===== config.mk =====
export PLATFORM = sky130hd
export DESIGN_NAME = hamming74_decode_arbiter_flat
export DESIGN_NICKNAME = d
export VERILOG_FILES = /design/src/rtl/hamming74_pkg.sv /design/src/rtl/hamming74_decode_arbiter_if.sv /design/src/rtl/hamming74_decode_arbiter_rr_arbiter.sv /design/src/rtl/hamming74_decode_arbiter.sv /design/src/flat_wrapper.sv
export SDC_FILE = /design/constraint.sdc
export NUM_CORES = 1
export LEC_CHECK = 0
export BUFFER_PORTS_ARGS = -buffer_cell sky130_fd_sc_hd__clkbuf_2
export CORE_MARGIN = 5
export CORE_UTILIZATION = 45
export DETAILED_ROUTE_END_ITERATION = 8
export GPL_TIMING_DRIVEN = 0
export PLACE_DENSITY = 0.69
export SETUP_SLACK_MARGIN = 0.3
export SYNTH_ARGS = -nofsm -noshare
export SYNTH_HDL_FRONTEND = slang
export SYNTH_SLANG_ARGS = --single-unit

===== constraint.sdc =====
create_clock -name clk -period 3.15 [get_ports clk]
set_input_delay 0.1575 -clock clk [delete_from_list [all_inputs] [get_ports clk]]
set_output_delay 0.1575 -clock clk [all_outputs]
set_load 0.01 [all_outputs]

===== src/rtl/hamming74_pkg.sv =====
// Shared constants and FSM encoding for the Hamming(7,4) decode arbiter.
// Codeword, nibble and syndrome widths, plus the controller state set.
package hamming74_pkg;

  localparam int CW_W   = 7;
  localparam int DATA_W = 4;
  localparam int SYN_W  = 3;

  typedef enum logic [2:0] {
    IDLE,
    LOAD,
    SHIFT,
    DECODE,
    WAIT,
    RECOVER,
    RESP
  } state_e;

endpackage


===== src/rtl/hamming74_decode_arbiter_if.sv =====
// Requester, decoder and response signals of the decode arbiter.
// The arbiter takes the slave view; the environment takes the master view.
interface hamming74_decode_arbiter_if #(
  parameter int NUM_REQ = 4
);
  import hamming74_pkg::*;

  localparam int ID_W = $clog2(NUM_REQ);

  logic [NUM_REQ-1:0]      req;
  logic [CW_W*NUM_REQ-1:0] codeword_in;
  logic [NUM_REQ-1:0]      grant;

  logic              dec_rst_n;
  logic              dec_ena;
  logic              dec_bit;
  logic              dec_valid;
  logic [DATA_W-1:0] dec_data;
  logic [SYN_W-1:0]  dec_syndrome;

  logic              rsp_valid;
  logic [ID_W-1:0]   rsp_id;
  logic [DATA_W-1:0] rsp_data;
  logic [SYN_W-1:0]  rsp_syndrome;
  logic              rsp_err;
  logic              rsp_timeout;
  logic              busy;

  modport slave (
    input  req, codeword_in,
    input  dec_valid, dec_data, dec_syndrome,
    output grant,
    output dec_rst_n, dec_ena, dec_bit,
    output rsp_valid, rsp_id, rsp_data,
    output rsp_syndrome, rsp_err, rsp_timeout,
    output busy
  );

  modport master (
    output req, codeword_in,
    output dec_valid, dec_data, dec_syndrome,
    input  grant,
    input  dec_rst_n, dec_ena, dec_bit,
    input  rsp_valid, rsp_id, rsp_data,
    input  rsp_syndrome, rsp_err, rsp_timeout,
    input  busy
  );

endinterface


===== src/rtl/hamming74_decode_arbiter_rr_arbiter.sv =====
// Round-robin pick: first requester at or after ptr, wrapping.
// Purely combinational; the caller registers the result.
module rr_arbiter #(
  parameter  int NUM_REQ = 4,
  localparam int ID_W    = $clog2(NUM_REQ)
) (
  input  logic [NUM_REQ-1:0] req,
  input  logic [ID_W-1:0]    ptr,
  output logic [NUM_REQ-1:0] gnt,
  output logic [ID_W-1:0]    id,
  output logic               any
);

  int   j;
  logic hit;

  // scan NUM_REQ slots starting at ptr, keep the first hit
  always_comb begin
    gnt = '0;
    id  = '0;
    any = 1'b0;
    j   = 0;
    hit = 1'b0;
    for (int k = 0; k < NUM_REQ; k++) begin
      j = int'(ptr) + k;
      if (j >= NUM_REQ) j = j - NUM_REQ;
      hit = |(req & (NUM_REQ'(1) << j));
      if (!any && hit) begin
        any = 1'b1;
        gnt = NUM_REQ'(1) << j;
        id  = ID_W'(j);
      end
    end
  end

endmodule


===== src/rtl/hamming74_decode_arbiter.sv =====
// Shares one serial Hamming(7,4) decoder between requesters (round robin),
// shifts the codeword in, collects the result, recovers a silent decoder.
module hamming74_decode_arbiter #(
  parameter int NUM_REQ        = 4,
  parameter int TIMEOUT        = 4,
  parameter int RECOVER_CYCLES = 2
) (
  input logic clk,
  input logic rst,
  hamming74_decode_arbiter_if.slave bus
);
  import hamming74_pkg::*;

  localparam int ID_W = $clog2(NUM_REQ);
  localparam int WC_W = $clog2(TIMEOUT + 1);
  localparam int RC_W = $clog2(RECOVER_CYCLES + 1);

  state_e              state_q, state_d;
  logic [ID_W-1:0]     ptr_q, ptr_d;
  logic [ID_W-1:0]     id_q, id_d;
  logic [NUM_REQ-1:0]  grant_q, grant_d;
  logic [CW_W-1:0]     cw_q, cw_d;
  logic [2:0]          idx_q, idx_d;
  logic [WC_W-1:0]     wcnt_q, wcnt_d;
  logic [RC_W-1:0]     rcnt_q, rcnt_d;
  logic                dec_rst_n_q, dec_rst_n_d;
  logic                dec_ena_q, dec_ena_d;
  logic                dec_bit_q, dec_bit_d;
  logic                rsp_valid_q, rsp_valid_d;
  logic [ID_W-1:0]     rsp_id_q, rsp_id_d;
  logic [DATA_W-1:0]   rsp_data_q, rsp_data_d;
  logic [SYN_W-1:0]    rsp_syn_q, rsp_syn_d;
  logic                rsp_err_q, rsp_err_d;
  logic                rsp_to_q, rsp_to_d;
  logic                busy_q, busy_d;

  logic [NUM_REQ-1:0]  arb_gnt;
  logic [ID_W-1:0]     arb_id;
  logic                arb_any;
  logic [CW_W-1:0]     cw_sel;
  logic [2:0]          idx_nxt;

  rr_arbiter #(
    .NUM_REQ (NUM_REQ)
  ) u_arb (
    .req (bus.req),
    .ptr (ptr_q),
    .gnt (arb_gnt),
    .id  (arb_id),
    .any (arb_any)
  );

  assign cw_sel  = CW_W'(bus.codeword_in >> (CW_W * int'(id_q)));
  assign idx_nxt = idx_q + 3'd1;

  // next-state and next-output logic; outputs are set for the state entered
  always_comb begin
    state_d     = state_q;
    ptr_d       = ptr_q;
    id_d        = id_q;
    grant_d     = grant_q;
    cw_d        = cw_q;
    idx_d       = idx_q;
    wcnt_d      = wcnt_q;
    rcnt_d      = rcnt_q;
    dec_rst_n_d = dec_rst_n_q;
    dec_ena_d   = dec_ena_q;
    dec_bit_d   = dec_bit_q;
    rsp_valid_d = 1'b0;
    rsp_id_d    = rsp_id_q;
    rsp_data_d  = rsp_data_q;
    rsp_syn_d   = rsp_syn_q;
    rsp_err_d   = rsp_err_q;
    rsp_to_d    = rsp_to_q;
    unique case (state_q)
      IDLE: begin
        dec_rst_n_d = 1'b1;
        dec_ena_d   = 1'b0;
        dec_bit_d   = 1'b0;
        if (arb_any) begin
          grant_d = arb_gnt;
          id_d    = arb_id;
          state_d = LOAD;
        end
      end
      LOAD: begin
        cw_d      = cw_sel;
        idx_d     = 3'd0;
        dec_ena_d = 1'b1;
        dec_bit_d = cw_sel[0];
        state_d   = SHIFT;
      end
      SHIFT: begin
        dec_ena_d = 1'b1;
        if (idx_q == 3'd6) begin
          dec_bit_d = 1'b0;
          state_d   = DECODE;
        end else begin
          idx_d     = idx_nxt;
          dec_bit_d = cw_q[idx_nxt];
        end
      end
      DECODE: begin
        dec_ena_d = 1'b0;
        dec_bit_d = 1'b0;
        wcnt_d    = '0;
        state_d   = WAIT;
      end
      WAIT: begin
        if (bus.dec_valid) begin
          rsp_valid_d = 1'b1;
          rsp_id_d    = id_q;
          rsp_data_d  = bus.dec_data;
          rsp_syn_d   = bus.dec_syndrome;
          rsp_err_d   = |bus.dec_syndrome;
          rsp_to_d    = 1'b0;
          state_d     = RESP;
        end else if (wcnt_q == WC_W'(TIMEOUT - 1)) begin
          dec_rst_n_d = 1'b0;
          rcnt_d      = '0;
          state_d     = RECOVER;
        end else begin
          wcnt_d = wcnt_q + 1'b1;
        end
      end
      RECOVER: begin
        if (rcnt_q == RC_W'(RECOVER_CYCLES - 1)) begin
          dec_rst_n_d = 1'b1;
          rsp_valid_d = 1'b1;
          rsp_id_d    = id_q;
          rsp_data_d  = '0;
          rsp_syn_d   = '0;
          rsp_err_d   = 1'b0;
          rsp_to_d    = 1'b1;
          state_d     = RESP;
        end else begin
          rcnt_d = rcnt_q + 1'b1;
        end
      end
      RESP: begin
        grant_d = '0;
        ptr_d   = (id_q == ID_W'(NUM_REQ - 1)) ? '0 : id_q + 1'b1;
        state_d = IDLE;
      end
      default: state_d = IDLE;
    endcase
    busy_d = (state_d != IDLE);
  end

  // all state and outputs registered; async reset holds the decoder in reset
  always_ff @(posedge clk or posedge rst) begin
    if (rst) begin
      state_q     <= IDLE;
      ptr_q       <= '0;
      id_q        <= '0;
      grant_q     <= '0;
      cw_q        <= '0;
      idx_q       <= '0;
      wcnt_q      <= '0;
      rcnt_q      <= '0;
      dec_rst_n_q <= 1'b0;
      dec_ena_q   <= 1'b0;
      dec_bit_q   <= 1'b0;
      rsp_valid_q <= 1'b0;
      rsp_id_q    <= '0;
      rsp_data_q  <= '0;
      rsp_syn_q   <= '0;
      rsp_err_q   <= 1'b0;
      rsp_to_q    <= 1'b0;
      busy_q      <= 1'b0;
    end else begin
      state_q     <= state_d;
      ptr_q       <= ptr_d;
      id_q        <= id_d;
      grant_q     <= grant_d;
      cw_q        <= cw_d;
      idx_q       <= idx_d;
      wcnt_q      <= wcnt_d;
      rcnt_q      <= rcnt_d;
      dec_rst_n_q <= dec_rst_n_d;
      dec_ena_q   <= dec_ena_d;
      dec_bit_q   <= dec_bit_d;
      rsp_valid_q <= rsp_valid_d;
      rsp_id_q    <= rsp_id_d;
      rsp_data_q  <= rsp_data_d;
      rsp_syn_q   <= rsp_syn_d;
      rsp_err_q   <= rsp_err_d;
      rsp_to_q    <= rsp_to_d;
      busy_q      <= busy_d;
    end
  end

  assign bus.grant        = grant_q;
  assign bus.dec_rst_n    = dec_rst_n_q;
  assign bus.dec_ena      = dec_ena_q;
  assign bus.dec_bit      = dec_bit_q;
  assign bus.rsp_valid    = rsp_valid_q;
  assign bus.rsp_id       = rsp_id_q;
  assign bus.rsp_data     = rsp_data_q;
  assign bus.rsp_syndrome = rsp_syn_q;
  assign bus.rsp_err      = rsp_err_q;
  assign bus.rsp_timeout  = rsp_to_q;
  assign bus.busy         = busy_q;

endmodule


===== src/flat_wrapper.sv =====
// flat-port wrapper written by rule: the top's interface ports become plain ports
module hamming74_decode_arbiter_flat import hamming74_pkg::*;
#(
  parameter int NUM_REQ        = 4,
  parameter int TIMEOUT        = 4,
  parameter int RECOVER_CYCLES = 2
)
  (clk, rst, bus_req, bus_codeword_in, bus_dec_valid, bus_dec_data, bus_dec_syndrome, bus_grant, bus_dec_rst_n, bus_dec_ena, bus_dec_bit, bus_rsp_valid, bus_rsp_id, bus_rsp_data, bus_rsp_syndrome, bus_rsp_err, bus_rsp_timeout, bus_busy);
  hamming74_decode_arbiter_if #(.NUM_REQ(NUM_REQ)) bus_i ();
  input logic clk;
  input logic rst;
  input wire logic [$bits(bus_i.req)-1:0] bus_req;
  input wire logic [$bits(bus_i.codeword_in)-1:0] bus_codeword_in;
  input wire logic [$bits(bus_i.dec_valid)-1:0] bus_dec_valid;
  input wire logic [$bits(bus_i.dec_data)-1:0] bus_dec_data;
  input wire logic [$bits(bus_i.dec_syndrome)-1:0] bus_dec_syndrome;
  output wire logic [$bits(bus_i.grant)-1:0] bus_grant;
  output wire logic [$bits(bus_i.dec_rst_n)-1:0] bus_dec_rst_n;
  output wire logic [$bits(bus_i.dec_ena)-1:0] bus_dec_ena;
  output wire logic [$bits(bus_i.dec_bit)-1:0] bus_dec_bit;
  output wire logic [$bits(bus_i.rsp_valid)-1:0] bus_rsp_valid;
  output wire logic [$bits(bus_i.rsp_id)-1:0] bus_rsp_id;
  output wire logic [$bits(bus_i.rsp_data)-1:0] bus_rsp_data;
  output wire logic [$bits(bus_i.rsp_syndrome)-1:0] bus_rsp_syndrome;
  output wire logic [$bits(bus_i.rsp_err)-1:0] bus_rsp_err;
  output wire logic [$bits(bus_i.rsp_timeout)-1:0] bus_rsp_timeout;
  output wire logic [$bits(bus_i.busy)-1:0] bus_busy;
  assign bus_i.req = bus_req;
  assign bus_i.codeword_in = bus_codeword_in;
  assign bus_i.dec_valid = bus_dec_valid;
  assign bus_i.dec_data = bus_dec_data;
  assign bus_i.dec_syndrome = bus_dec_syndrome;
  assign bus_grant = bus_i.grant;
  assign bus_dec_rst_n = bus_i.dec_rst_n;
  assign bus_dec_ena = bus_i.dec_ena;
  assign bus_dec_bit = bus_i.dec_bit;
  assign bus_rsp_valid = bus_i.rsp_valid;
  assign bus_rsp_id = bus_i.rsp_id;
  assign bus_rsp_data = bus_i.rsp_data;
  assign bus_rsp_syndrome = bus_i.rsp_syndrome;
  assign bus_rsp_err = bus_i.rsp_err;
  assign bus_rsp_timeout = bus_i.rsp_timeout;
  assign bus_busy = bus_i.busy;
  hamming74_decode_arbiter #(.NUM_REQ(NUM_REQ), .TIMEOUT(TIMEOUT), .RECOVER_CYCLES(RECOVER_CYCLES)) u_core (.clk(clk), .rst(rst), .bus(bus_i));
endmodule

==> metrics.md, run 1 <==
| Metric | Value |
|---|---|
| CP arrival | `2700 ps` |
| Post-route ant nets | `0` |
| Post-CTS Setup Bufs | `0` |
| Avg Vias per Cell | `5.42` |
| Internal power | `0.00163 W` |
| Seq. cell area | `1050 um2` |
| Commonest non-fill, non-tap cells in the layout | `clkbuf_2 (60), nand2_1 (50), dfrtp_1 (42)` |
| Routability cong. | `0.816` |
| Switching share of total power | `42.9%` |
| Vias in the first global route | `2138` |
| Pwr Density | `936 nW/um2` |
| Core Area | `5510 um2` |
| Rel. slew slack | `43.3%` |
| Sw power | `0.00123 W` |
| Synth Net Count | `316` |
| Crit. End Element | `flop` |
| Fraction of layout cells with a size suffix above 1 | `28.4%` |
| Crit path kind | `flop to flop` |
| WP buf/inv | `3` |
| Die Span Y | `85.3 um` |
| Slowest CP cell | `a222oi_1` |
| Fin crit share | `81.0%` |
| Outcome | `completed` |
| Tightest Pin Transition | `849 ps` |
| Worst-path clk slew | `90 ps` |
| Final Critical Period | `2550 ps` |
| CTS Hold Bufs | `0` |
| Root Buffer | `clkbuf_8` |
| Num CTS Buffers | `5` |
| Nets | `385` |
| Crit-path max FO | `10` |
| Flop2flop setup slack | `600 ps` |
| Seq/Total Area, Yosys | `41.2%` |
| Leak | `1.47 nW` |
| Final WL | `5.67 mm` |
| Port buffer count | `60` |
| Setup violations, final | `0` |
| WL/cell | `14.0 um` |
| Required @ worst endpoint | `3300 ps` |
| Commonest non-fill, non-tap cell in the layout | `clkbuf_2` |
| Unrepaired setup endpoints after global routing | `no` |
| GRT Resource Usage Total | `16.9%` |
| Largest net degree at the start of global routing | `43` |
| Hold Path Class | `input port to async pin` |
| Clock sink total | `42` |
| Synth Register Bits | `42` |
| Syn. warnings | `0` |
| H-tree Lvls | `2` |
| Final Core Density | `55.4%` |
| Clock Tree Buf Depth | `2` |
| Post-Syn Area | `2550 um2` |
| Critical Path Start Type | `flop` |
| Initial DRC count | `103` |
| Clock latency on the worst-skew pair | `300 ps` |
| Initial antenna violation count | `0` |
| Cell row count | `27` |
| First-pass GRT wire length | `10.1 mm` |
| Share of power burned in registers | `31.3%` |
| Chip width | `85.3 um` |
| Async set-or-reset flop fraction in the synthesized netlist | `100%` |
| Clock share of power | `12.4%` |
| Slowest stage delay, CP | `620 ps` |
| Max Freq | `392 MHz` |
| CTS tree | `built` |
| Drt pass-1 iters | `4` |
| Hold Slack | `7.55 ps` |
| Initial Utilization | `46.4%` |
| Synth cell types | `50` |
| Top FF cell, synth | `dfrtp_1` |
| Area growth from synthesis to layout | `19.6%` |
| Skew final | `6.33 ps` |
| HPWL Detailed | `4.23 mm` |
| Comb power frac | `56.3%` |
| Fillcell total | `509` |
| Total grt overflow | `0` |
| PostCTS Resize Cnt | `0` |
| EDFF count, synth | `0` |
| DRC | `0` |
| Inst Count DP | `396` |
| Fin. Hold Viols | `0` |
| Full die area | `7280 um2` |
| I/O pin count | `62` |
| Via count | `2201` |
| Mapped Cells | `264` |
| VDD IR max | `0.517 mV` |
| Max-Cap Viols | `0` |
| Fin. max-slew vios | `0` |
| Multi-input gate area | `1350 um2` |
| Finished Layout Cells | `406` |
| Crit-path cells | `inv_1 > ha_1 > clkbuf_1 > a222oi_1 > nand4_1 > o21ai_2 > buf_6 > o311ai_0` |
| Mean post-synth cell area | `9.67 um2` |
| Setup_tns | `0 ps` |
| Number of diodes | `0` |
| Family with the most delay on the worst path | `compound AO/OA/AOI/OAI gates` |
-- cells in the mapped netlist (4+ instances only) --
cell type / instances / area [um2]
nand2b_1: 5 / 31.3
nand4_1: 4 / 25.0
clkbuf_1: 13 / 48.8
a21oi_1: 8 / 40.0
a22o_1: 7 / 61.3
nand2_1: 50 / 188
nor2_1: 8 / 30.0
o21ai_0: 16 / 80.1
mux2i_1: 5 / 50.1
and2_1: 6 / 37.5
mux4_2: 8 / 180
dfrtp_1: 42 / 1050
nand3_1: 8 / 40.0
ha_1: 10 / 125
nor2b_1: 4 / 25.0
a222oi_1: 6 / 60.1
inv_1: 13 / 48.8
-- power groups by stage --
stage / registers [W] / clock network, W / logic, W
after floorplan: 0.000927 / 0 / 0.00116
after global placement: 0.000896 / 0 / 0.00156
after detailed placement: 0.000906 / 0 / 0.00158
after CTS: 0.000895 / 0.000369 / 0.00159
after global routing: 0.000935 / 0.000398 / 0.00182
final: 0.000894 / 0.000355 / 0.00161
-- path summary, 6_finish.rpt --
check                                    from                     end  cells after the start
max                           u_core.ptr_q[0]       u_core.state_q[0]                      8
min                                       rst  u_core.bus.rsp_data[2]                      2
max reg2reg                   u_core.ptr_q[0]       u_core.state_q[0]                      8
min reg2reg                u_core.bus.rsp_err      u_core.bus.rsp_err                      2
max in group asynchronous                 rst     u_core.bus.grant[0]                      2
min in group clk              bus_dec_data[2]  u_core.bus.rsp_data[2]                      2
-- stage by stage --
step                power, W  cell area, um2  setup WS, ps
floorplan            0.00208            2550           896
global route         0.00316            3050           345
global placement     0.00245            2940           481
CTS                  0.00286            3040           419
finish               0.00286            3050           598
detailed placement   0.00249            2940           418
-- flip-flops by register name, indices dropped and copies added (netlist names) --
signal                   count
u_core.bus.dec_rst_n         1
u_core.bus.rsp_id            2
u_core.bus.rsp_timeout       1
u_core.bus.rsp_valid         1
u_core.bus.dec_bit           1
u_core.bus.dec_ena           1
u_core.idx_q                 3
u_core.rcnt_q                2
u_core.ptr_q                 2
u_core.id_q                  2
u_core.bus.rsp_err           1
u_core.bus.busy              1
u_core.wcnt_q                3
u_core.bus.grant             4
u_core.cw_q                  7
u_core.state_q               3
u_core.bus.rsp_syndrome      3
u_core.bus.rsp_data          4
-- cell type report --
type                            count  area share [%]
Multi-Input combinational cell    189            44.2
Sequential cell                    42            34.4
Timing Repair Buffer               62            10.3
Buffer                             20            3.44
Tap cell                           72            2.95
Clock buffer                        5            2.26
Inverter                           13            1.60
Clock inverter                      3           0.820
-- cell families (layout without fill, tap and decap cells) --
kind of cell	count (synthesis)	in the layout	share of synthesized area, %
AOI/OAI and AO/OA	70	70	20.3
xor gates and xnor gates	1	1	0.343
adders and majority gates	10	10	4.90
buffers and inverters	33	103	6.03
DFF	42	42	41.2
muxes	16	16	10.3
and+or+nand+nor	92	92	16.9
-- metal layers --
layer / vias up / track usage (%) / share of wire [%]
li1: 1108 / - / -
met1: 1021 / 23.4 / 46
met2: 68 / 26.8 / 46
met3: 4 / 3.69 / 7.2
met4: 0 / 4.32 / 0.49
met5: - / 0 / 0
Note: power is estimated with default switching activity, not from simulation.
==> run 2, diff against run 1 <==
- ABC_AREA: default -> 1
- PLACE_DENSITY: 0.69 -> 0.72
- clock period: 3.15 -> 2.3 ns (I/O delays scaled with it)
==> run 2 against run 1 <==
Compared with the run above: final cell count grew 20%; die area shrank 0.74%; count of clock-buffer cells in the layout grew 2; utilization grew 2.0 points; highest routed layer unchanged.
==> metrics.md, run 2 <==
| Metric | Value |
|---|---|
| Crit-path cells | `ha_1 > clkbuf_4 > nand2_2 > nand2_2 > nor2_4 > nand4_1 > nand2_2 > buf_2 > nand3_1` |
| First-pass GRT wire length | `9.78 mm` |
| Slowest stage delay, CP | `450 ps` |
| Hold Startpoint | `bus_dec_data[2]` |
| Finished Layout Cells | `487` |
| Final Core Density | `57.4%` |
| Top cells by instance count after synthesis | `nand2_1 (100), dfrtp_1 (42), nor2_1 (37), inv_1 (35), o21ai_0 (30)` |
| Drt pass-1 iters | `4` |
| Initial DRC count | `71` |
| Crit-path max FO | `8` |
| Avg Vias per Cell | `4.89` |
| Crit. End Element | `flop` |
| Crit path launch | `u_core.ptr_q[1]` |
| Hold Path Class | `input port to flop` |
| WP buf/inv | `2` |
| Root Buffer | `clkbuf_8` |
| Critical Path Start Type | `flop` |
| Pwr Density | `1370 nW/um2` |
| Crit path kind | `flop to flop` |
| Skew final | `6.07 ps` |
| Unrepaired setup endpoints after global routing | `no` |
| Seq/Total Area, Yosys | `41.5%` |
| H-tree Lvls | `2` |
| Required @ worst endpoint | `2480 ps` |
| Rel. slew slack | `43.0%` |
| Top FF cell, synth | `dfrtp_1` |
| Worst path depth | `9` |
| Seq. cell area | `1050 um2` |
| Total grt overflow | `0` |
| Clock latency on the worst-skew pair | `300 ps` |
| Largest net degree at the start of global routing | `43` |
| Cell row count | `27` |
| Most numerous cell in the Yosys netlist | `nand2_1` |
| Clock sink total | `42` |
| HPWL Detailed | `4.42 mm` |
| Family with the most delay on the worst path | `simple AND/OR/NAND/NOR gates` |
| Mapped Cells | `339` |
| Via count | `2380` |
| Fraction of layout cells with a size suffix above 1 | `27.2%` |
| DRC | `0` |
| Setup violations, final | `0` |
| I/O pin count | `62` |
| Commonest non-fill, non-tap cells in the layout | `nand2_1 (95), clkbuf_2 (61), dfrtp_1 (40)` |
| Tightest Pin Transition | `854 ps` |
| Final WL | `5.94 mm` |
| Setup_tns | `0 ps` |
| Number of diodes | `0` |
| Routability cong. | `0.896` |
| Inst Count DP | `472` |
| Die Span Y | `85 um` |
| EDFF count, synth | `0` |
| Max-Cap Viols | `0` |
| Cell taking the most area after synthesis | `dfrtp_1` |
| WL/cell | `12.2 um` |
| Fillcell total | `526` |
| Commonest non-fill, non-tap cell in the layout | `nand2_1` |
| Async set-or-reset flop fraction in the synthesized netlist | `100%` |
| VDD IR max | `0.582 mV` |
| GRT Resource Usage Total | `16.4%` |
| Initial antenna violation count | `0` |
| Reg2reg start | `u_core.ptr_q[1]` |
| Nets | `466` |
| Synth area leaders | `dfrtp_1 (42%), nand2_1 (15%), o21ai_0 (5.9%)` |
| Leak | `1.69 nW` |
| Fin. max-slew vios | `0` |
| Area growth from synthesis to layout | `24.1%` |
| CP arrival | `2110 ps` |
| Num CTS Buffers | `5` |
| Mean post-synth cell area | `7.47 um2` |
| Chip width | `85 um` |
| Syn. warnings | `0` |
| Most used cell, CP | `nand2_2` |
| CTS tree | `built` |
| Outcome | `completed` |
| Clock Tree Buf Depth | `2` |
| Synth cell types | `30` |
| Post-Syn Area | `2530 um2` |
| Final Critical Period | `1930 ps` |
| WHS Path Cells | `2` |
| Worst-path clk slew | `80 ps` |
| Top reg by flops | `u_core.cw_q` |
| Slowest CP cell | `dfrtp_2` |
| Vias in the first global route | `2236` |
| Area share of the largest cell type after synthesis | `41.5%` |
| Synth Register Bits | `42` |
| Port buffer count | `61` |
| Max Freq | `517 MHz` |
| Fin. Hold Viols | `0` |
| Multi-input gate area | `1310 um2` |
| Post-route ant nets | `0` |
| Core Area | `5470 um2` |
| Number of flip-flops under the largest register name | `7` |
| Full die area | `7230 um2` |
| Total power | `0.00430 W` |
| Fin crit share | `84.1%` |
| Initial Utilization | `46.3%` |
| R2R depth | `9` |
| Synth Net Count | `391` |
[run 2: changes by cell type in the layout (fill, tap and decap cells not counted), moves of 11 or more]
cell | before | now
nand2_1 | 50 | 95
nor2_1 | 8 | 35
inv_1 | 12 | 33
o21ai_0 | 16 | 30
nand3_1 | 8 | 20
nand2_2 | 0 | 11
[run 2: report_power, final]
part,internal [W],switching (W)
clock,0.000325,0.000243
combinational,0.000955,0.00149
sequential,0.00107,0.000218
[run 2: metal layers]
| layer | track usage, % | vias up | part of all wire [%] |
|---|---|---|---|
| met4 | 6.47 | 0 | 1.9 |
| met2 | 26.1 | 70 | 45 |
| met3 | 3.98 | 9 | 6.8 |
| met1 | 21.4 | 1056 | 47 |
| met5 | 0 | - | 0 |
| li1 | - | 1245 | - |
[run 2: worst paths after layout]
path	endpoint	slack, ps
hold / removal	u_core.bus.rsp_data[2]	40
setup / recovery	u_core.bus.busy	370
setup reg to reg	u_core.bus.busy	370
hold reg to reg	u_core.cw_q[4]	490
min in group asynchronous	u_core.bus.rsp_timeout	540
max in group asynchronous	u_core.ptr_q[1]	1170
[run 2: cells by family (layout without fill, tap and decap cells)]
family | count (synthesis) | in the layout | share of synthesized area (%)
simple gates | 180 | 180 | 31.7
compound gates | 56 | 56 | 13.1
buf+inv | 50 | 126 | 8.40
flops | 42 | 42 | 41.5
fa+ha+maj | 10 | 10 | 4.94
xor+xnor | 1 | 1 | 0.346
[run 2: metrics by stage]
step / setup WS, ps / instance area, um2 / hold WS (ps)
floorplan: 606 / 2530 / 255
global placement: 375 / 2930 / 347
detailed placement: 352 / 2930 / 330
CTS: 338 / 3040 / 37.7
global route: 261 / 3140 / 40.6
finish: 367 / 3140 / 42.4
[run 2: final cells by class]
type	instances	share of cell area, %
Buffer	10	2.35
Clock buffer	7	2.43
Clock inverter	1	0.956
Inverter	40	4.78
Multi-Input combinational cell	247	41.6
Sequential cell	42	33.5
Tap cell	72	2.87
Timing Repair Buffer	68	11.5
[run 2: timing repair]
| action | CTS | global route |
|---|---|---|
| hold endpoints to repair | 4 | 0 |
| hold buffers | 1 | 0 |
| setup endpoints to repair | 0 | 8 |
| resized for setup | 0 | 21 |
| setup buffers | 0 | 5 |
==> run 3, diff against run 2 <==
- PLACE_DENSITY: 0.72 -> 0.69
- clock period: 2.3 -> 1.9 ns (I/O delays scaled with it)
==> run 3 against run 2 <==
Compared with the run above: utilization grew 2.5 points; first-iteration DRC count up 35%; clock power up 5.3%; final cell count is 1.2% higher; sequential share of layout area down 1.3 points; non-clock buffer count rose by 6; routed wire length is 0.47% higher; global-route usage is essentially flat; combinational power rose by 31%; highest routed layer unchanged.
==> metrics.md, run 3 (synthesis gave the netlist of run 2 again) <==
| Metric | Value |
|---|---|
| Nets | `472` |
| Final Critical Period | `1740 ps` |
| Fin. max-slew vios | `0` |
| Worst-path clk slew | `80 ps` |
| Fillcell total | `536` |
| Post-route ant nets | `0` |
| Rel. slew slack | `43.4%` |
| Fraction of layout cells with a size suffix above 1 | `32.8%` |
| CTS tree | `built` |
| WL/cell | `12.1 um` |
| Flop2flop setup slack | `160 ps` |
| Routability cong. | `0.822` |
| Top reg by flops | `u_core.cw_q` |
| Clock sink total | `42` |
| Drt pass-1 iters | `4` |
| Number of flip-flops under the largest register name | `7` |
| Crit path kind | `flop to flop` |
| Chip width | `85 um` |
| Final WL | `5.97 mm` |
| Port buffer count | `61` |
| Fin crit share | `91.5%` |
| Tightest Pin Transition | `847 ps` |
| Largest net degree at the start of global routing | `43` |
| Initial DRC count | `96` |
| HPWL Detailed | `4.29 mm` |
| GRT Resource Usage Total | `16.4%` |
| Clock latency on the worst-skew pair | `300 ps` |
| Clock Tree Buf Depth | `2` |
| Required @ worst endpoint | `2090 ps` |
| Die Span Y | `85 um` |
| Setup violations, final | `0` |
| Via count | `2453` |
| Avg Vias per Cell | `4.98` |
| Max-Cap Viols | `0` |
| Pwr Density | `1640 nW/um2` |
| Full die area | `7230 um2` |
| Initial antenna violation count | `0` |
| Fin. Hold Viols | `0` |
| Area growth from synthesis to layout | `29.5%` |
| Commonest non-fill, non-tap cell in the layout | `nand2_1` |
| Max Freq | `575 MHz` |
| Critical Path Start Type | `flop` |
| Outcome | `completed` |
| Total power | `0.00539 W` |
| First-pass GRT wire length | `9.80 mm` |
| Unrepaired setup endpoints after global routing | `yes` |
| VDD IR max | `0.807 mV` |
| Total grt overflow | `0` |
| Setup_tns | `0 ps` |
| CP arrival | `1930 ps` |
| Initial Utilization | `46.3%` |
| Skew final | `5.26 ps` |
| Vias in the first global route | `2254` |
| Num CTS Buffers | `5` |
| Number of diodes | `0` |
| Leak | `1.74 nW` |
| Cell row count | `27` |
| I/O pin count | `62` |
| Crit. End Element | `flop` |
| Hold Path Class | `input port to flop` |
| Core Area | `5470 um2` |
| Root Buffer | `clkbuf_8` |
| Crit-path max FO | `8` |
| DRC | `0` |
| Commonest non-fill, non-tap cells in the layout | `nand2_1 (90), clkbuf_2 (62), dfrtp_1 (38)` |
| H-tree Lvls | `2` |
[run 3: changes by cell type in the layout (fill, tap and decap cells not counted), moves of 3 or more]
cell	previous run	this run
buf_4	6	11
buf_6	4	7
clkbuf_1	4	1
nand2_4	2	7
nand2_1	95	90
ha_2	1	4
ha_1	9	5
[run 3: metal layers]
layer	wire length (um)	part of all wire [%]	vias up	global-route usage (%)
met5	0	0	-	0
met4	66	1.1	0	5.04
met3	315	5.3	6	3.50
met2	2830	47	58	27.3
met1	2760	46	1137	21.2
li1	-	-	1252	-
[run 3: area by class of cell]
class | instances | area, um2 | area share, %
clock inverters | 2 | 12.5 | 0.382
flip-flops and latches | 42 | 1060 | 32.2
multi-input cells | 247 | 1390 | 42.3
repair buffers | 74 | 409 | 12.5
plain buffers | 10 | 88.8 | 2.71
clock buffers | 6 | 82.6 | 2.52
inverters | 40 | 153 | 4.66
well taps | 72 | 90.1 | 2.75
[run 3: worst paths after layout]
check | end | from | depth (start not counted)
worst max-delay path | u_core.id_q[0] | u_core.ptr_q[0] | 11
worst min-delay path | u_core.bus.rsp_data[0] | bus_dec_data[0] | 2
worst max register to register | u_core.id_q[0] | u_core.ptr_q[0] | 11
worst min register to register | u_core.cw_q[4] | u_core.cw_q[4] | 2
max in group asynchronous | u_core.ptr_q[0] | rst | 3
min in group asynchronous | u_core.bus.rsp_data[1] | rst | 3
[run 3: metrics by stage]
step	cells	util, %	cell area (um2)	setup WS, ps	hold WS (ps)
after floorplan	339	-	2580	276	235
after global placement	472	54.4	2980	36.1	329
after detailed placement	472	54.4	2980	38.5	307
after CTS	489	58.4	3200	190	28.5
after global routing	493	59.9	3280	49.1	33.6
final	493	59.9	3280	161	31.2
[run 3: worst max-delay path: stages, from the launching register on]
cell     delay (ps)
dfrtp_2         450
ha_2            200
buf_6           130
nand2_2          70
nand2_2          70
nor2_4          170
nand4_1         160
nand2_2         130
buf_6           130
inv_2            40
nand3_1          50
nand2_1          50
[run 3: timing repair]
item,4_1_cts,5_1_grt
hold buffers,1,0
endpoints found under the setup margin,8,25
endpoints found under the hold margin,42,0
gates resized for setup,15,15
buffers inserted,7,4
gates cloned,1,0
pin swaps,7,4
[run 3: power breakdown]
part | internal (W) | switching (W) | leakage [nW]
Sequential | 0.00129 | 0.000271 | 0.526
Clock | 0.000292 | 0.000306 | 0.0472
Combinational | 0.00133 | 0.00189 | 1.17
Total | 0.00292 | 0.00247 | 1.74
